[src/rtl/regfile_pkg.sv]
// Shared constants and address type for the multi-ported register file.
package regfile_pkg;

    localparam int XLEN_DEF  = 32;
    localparam int NREGS_DEF = 32;
    localparam int ZERO_REG  = 0;

    typedef logic [$clog2(NREGS_DEF)-1:0] reg_addr_t;

endpackage

[src/rtl/regfile_scoreboard.sv]
// Busy-bit tracker: a write clears the destination, a reserve sets it (reserve wins), x0 never busy.
module regfile_scoreboard
    import regfile_pkg::*;
#(
    parameter int NREGS = NREGS_DEF,
    parameter int NWR   = 2,
    localparam int AW   = $clog2(NREGS)
) (
    input  logic                    clk,
    input  logic                    rsta,
    input  logic [NWR-1:0]          wr_en,
    input  logic [NWR-1:0][AW-1:0]  wr_addr,
    input  logic                    rsv_en,
    input  logic [AW-1:0]           rsv_addr,
    output logic [NREGS-1:0]        busy,
    output logic [AW:0]             busy_cnt
);

    logic [NREGS-1:0] busy_q, busy_d;

    always_comb begin
        busy_d = busy_q;
        for (int i = 0; i < NWR; i++) begin
            if (wr_en[i]) busy_d[wr_addr[i]] = 1'b0;
        end
        // Applied after the clears so a new producer in the same cycle keeps the register busy.
        if (rsv_en) busy_d[rsv_addr] = 1'b1;
        busy_d[ZERO_REG] = 1'b0;
    end

    always_ff @(posedge clk or posedge rsta) begin
        if (rsta) busy_q <= '0;
        else      busy_q <= busy_d;
    end

    always_comb begin
        busy_cnt = '0;
        for (int r = 0; r < NREGS; r++) begin
            busy_cnt = busy_cnt + {{AW{1'b0}}, busy_q[r]};
        end
    end

    assign busy = busy_q;

endmodule

[src/rtl/regfile_mp.sv]
// Multi-ported register file with busy scoreboard; x0 hardwired to zero.
// Define REGFILE_MP_BYPASS_EN to forward same-cycle write data to the read ports.
module regfile_mp
    import regfile_pkg::*;
#(
    parameter int XLEN  = XLEN_DEF,
    parameter int NREGS = NREGS_DEF,
    parameter int NRD   = 2,
    parameter int NWR   = 2,
    localparam int AW   = $clog2(NREGS)
) (
    input  logic                     clk,
    input  logic                     rsta,
    input  logic [NRD-1:0][AW-1:0]   rd_addr,
    output logic [NRD-1:0][XLEN-1:0] rd_data,
    output logic [NRD-1:0]           rd_busy,
    input  logic [NWR-1:0]           wr_en,
    input  logic [NWR-1:0][AW-1:0]   wr_addr,
    input  logic [NWR-1:0][XLEN-1:0] wr_data,
    input  logic                     rsv_en,
    input  logic [AW-1:0]            rsv_addr,
    output logic [AW:0]              busy_cnt
);

    logic [XLEN-1:0]  regs_q [NREGS];
    logic [XLEN-1:0]  regs_d [NREGS];
    logic [NWR-1:0]   wr_act;
    logic             rsv_act;
    logic [NREGS-1:0] busy;

    always_comb begin
        for (int i = 0; i < NWR; i++) begin
            wr_act[i] = wr_en[i] && (wr_addr[i] != AW'(ZERO_REG));
        end
        rsv_act = rsv_en && (rsv_addr != AW'(ZERO_REG));
    end

    // Ascending port order makes the highest-index writer win on address collisions.
    always_comb begin
        regs_d = regs_q;
        for (int i = 0; i < NWR; i++) begin
            if (wr_act[i]) regs_d[wr_addr[i]] = wr_data[i];
        end
    end

    always_ff @(posedge clk or posedge rsta) begin
        if (rsta) regs_q <= '{default: '0};
        else      regs_q <= regs_d;
    end

    regfile_scoreboard #(
        .NREGS (NREGS),
        .NWR   (NWR)
    ) u_scoreboard (
        .clk      (clk),
        .rsta     (rsta),
        .wr_en    (wr_act),
        .wr_addr  (wr_addr),
        .rsv_en   (rsv_act),
        .rsv_addr (rsv_addr),
        .busy     (busy),
        .busy_cnt (busy_cnt)
    );

    always_comb begin
        for (int p = 0; p < NRD; p++) begin
            rd_data[p] = regs_q[rd_addr[p]];
            rd_busy[p] = busy[rd_addr[p]];
`ifdef REGFILE_MP_BYPASS_EN
            for (int i = 0; i < NWR; i++) begin
                if (wr_act[i] && (wr_addr[i] == rd_addr[p])) begin
                    rd_data[p] = wr_data[i];
                    rd_busy[p] = rsv_act && (rsv_addr == rd_addr[p]);
                end
            end
`endif
            if (rsta || (rd_addr[p] == AW'(ZERO_REG))) begin
                rd_data[p] = '0;
                rd_busy[p] = 1'b0;
            end
        end
    end

endmodule
[config.mk]
export PLATFORM = sky130hd
export DESIGN_NAME = regfile_mp
export DESIGN_NICKNAME = d
export VERILOG_FILES = /design/src/rtl/regfile_pkg.sv /design/src/rtl/regfile_scoreboard.sv /design/src/rtl/regfile_mp.sv
export SDC_FILE = /design/constraint.sdc
export NUM_CORES = 2
export LEC_CHECK = 0
export BUFFER_PORTS_ARGS = -buffer_cell sky130_fd_sc_hd__buf_2
export CAP_MARGIN = 25
export CORE_MARGIN = 1
export CORE_UTILIZATION = 45
export CTS_BUF_LIST = sky130_fd_sc_hd__clkbuf_2 sky130_fd_sc_hd__clkbuf_4 sky130_fd_sc_hd__clkbuf_8
export DETAILED_ROUTE_END_ITERATION = 16
export GPL_ROUTABILITY_DRIVEN = 1
export HOLD_SLACK_MARGIN = 0.02
export PLACE_DENSITY_LB_ADDON = 0.3
export SYNTH_ARGS = -nofsm -noshare
export SYNTH_HDL_FRONTEND = slang
export SYNTH_SLANG_ARGS = --single-unit
[constraint.sdc]
create_clock -name clk -period 54.3 [get_ports clk]
set_clock_uncertainty 0.2 [all_clocks]
set_input_delay 8.145 -clock clk [delete_from_list [all_inputs] [get_ports clk]]
set_output_delay 8.145 -clock clk [all_outputs]
set_load 0.1 [all_outputs]
==> run metrics <==
TNS Setup 0 ps; crit path max fanout 75; min-delay worst type register to register; Die Ht 386 um; largest net degree at the start of global routing 164; Initial Utilization 45.5%; P per Cell Area 45.1 mW/mm2; post-CTS sizing 0; fin nets 5866; met1 wire length 96.2 mm; FMAX 48.2 MHz; vias per inst 6.71; synthesized netlist net count 6143; clock buffer depth 3; GRT Total Usage 33.5%; Top-Level Pins 166; cell area after layout 0.0717 mm2; post-CTS setup buffer count 0; number of H-tree levels 4; Synth Cell Area 0.0665 mm2; Final period util 38.2%; Sink Count 1055; Area Growth Syn to Fin 7.85%; measured slew at the worst slew-check pin 1220 ps; # setup viols final 0; Slew Viols, Final 0; Setup CP Type input port to output pin; Post-Route WL 254 mm; CP Data Required Time 45950 ps; initial antenna violation count 30; met2 wire length 112 mm; routed len/inst 32.5 um; gpl congestion 0.857; maximum VDD drop 0.406 mV; register bit total from synthesis 1055; Sequential Power Share 35.6%; DR top layer met5; First DRT Iteration DRCs 7238; Setup crit end kind output pin; Top FF cell, synth dfrtp_1; crit start category input port; Hold WS 195 ps; Post-Synthesis Cells 6017; Syn Area/Cell 11.1 um2; Antenna Violating Nets Remaining 0; Sw Ratio 41.6%; number of global-route vias before repair 50700; internal power 1890 uW; commonest non-fill, non-tap cell in the layout mux2i_1; Clk pin slew, worst setup/hold paths 60 ps; Crit path arrival time 12390 ps; CTS Hold Bufs 0; sw power 1340 uW; clk root buf clkbuf_8; register area share after synthesis 39.7%; share of cells above drive strength 1 20.4%; DP Area 0.0676 mm2; Residual DRC 0; DR pass1 iterations 7; Core Region 0.146 mm2; Synth warnings 0; die width 386 um; status complete, no violations; slew margin rel. 18.5%; GRT Residual Overflow 0; fraction of registers with async set/reset 100%; HPWL after detailed placement 140 mm; die area 0.149 mm2; clock share of power 24.4%; Tmin final 20730 ps; EDFF count, synth 0; IO buf count 165; Met3 Wirelength 30.2 mm; RSZ-0062 raised after global routing false; leak pwr 0.0320 uW; most frequent cells in the layout mux2i_1, dfrtp_1, nand2_1; cts bufs inserted 179; Max-cap violations 0; via count 52400; std cell rows 140; Clock Latency Late Sink 940 ps; Synth cell types 62; CTS tree done; Combinational Power Share 40.0%; first-pass GRT wire length 365 mm; Final Hold Fails 0
power groups by stage:
stage / Combinational [uW] / Sequential [uW] / Clock [uW]
global route: 1380 / 1170 / 827
floorplan: 1090 / 1100 / 0
CTS: 1290 / 1140 / 792
finish: 1290 / 1150 / 789
global placement: 1260 / 1140 / 0
detailed placement: 1290 / 1150 / 0
registers in the layout, summed over array words and instances, names as in the netlist:
signal / flops
regs_q: 1024
u_scoreboard.busy: 31
cells by family (layout without fill, tap and decap cells):
family / after synthesis / after routing / share of synthesized area (%)
AO/OA/AOI/OAI: 1259 / 1259 / 10.8
XOR/XNOR: 3 / 3 / 0.0395
adder cells (fa/ha/maj): 32 / 32 / 0.862
buffers and inverters: 789 / 642 / 5.61
flip-flops: 1055 / 1055 / 39.7
multiplexers: 1704 / 1704 / 35.5
other: 0 / 23 / 0
AND/OR/NAND/NOR: 1175 / 1175 / 7.45
area by class of cell:
class | instances | area, um2
clock inverter | 22 | 196
sequential | 1055 | 26400
tap | 1917 | 2400
antenna | 23 | 57.6
clock buffer | 289 | 3640
inverter | 53 | 206
fill | 13100 | 74400
timing repair buffer | 278 | 2080
multi-input combinational | 4173 | 36700
synth_stat cells, types with 9 or more instances:
cell	number	share of area, %
o221ai_1	65	0.86
clkbuf_1	414	2.3
a21oi_1	378	2.8
and3b_1	10	0.13
o22a_1	65	0.86
mux4_2	526	18
nor2_1	407	2.3
buf_1	19	0.11
nand2_1	663	3.7
mux2i_1	1178	18
a31oi_1	24	0.23
dfrtp_1	1055	40
buf_4	82	0.93
o21ai_1	73	0.55
a32oi_1	57	0.75
buf_2	190	1.4
buf_6	28	0.47
a22o_1	13	0.17
ha_1	9	0.17
o21ai_0	561	4.2
fa_1	23	0.69
a32o_1	11	0.17
inv_1	53	0.30
final timing paths:
| check | from | to | slack (ps) | cells past startpoint |
|---|---|---|---|---|
| worst max-delay path | rd_addr[5] | rd_data[44] | 33570 | 8 |
| worst min-delay path | regs_q[1014] | regs_q[1014] | 200 | 0 |
| worst max register to register | regs_q[963] | regs_q[963] | 53200 | 2 |
| worst min register to register | regs_q[1014] | regs_q[1014] | 200 | 0 |
| max in group asynchronous | rsta | regs_q[918] | 43370 | 8 |
| min in group asynchronous | rsta | u_scoreboard.busy[25] | 7100 | 2 |
per-layer routing:
layer | up-vias | global-route usage [%]
met3 | 818 | 9.52
li1 | 21500 | -
met5 | - | 0
met1 | 26400 | 44.2
met4 | 12 | 19.4
met2 | 3626 | 49.1
worst max-delay path, cell delays in order:
cell      delay, ps
buf_8           680
buf_4           860
buf_4           830
mux4_2          610
mux2i_1         180
o22a_1          180
o221ai_1        350
buf_2           440
per-stage QoR:
| step | power [uW] | utilization (%) | cells | setup slack, ps |
|---|---|---|---|---|
| 4_1_cts | 3220 | 48.9 | 7777 | 33420 |
| 3_5_place_dp | 2440 | 46.3 | 7466 | 33430 |
| 3_3_place_gp | 2400 | 46.1 | 7457 | 33420 |
| 2_1_floorplan | 2190 | - | 6017 | 9480 |
| 5_1_grt | 3380 | 49.1 | 7803 | 33270 |
| 6_report | 3230 | 49.1 | 7810 | 33570 |
Power figures use the tool's default switching activity.
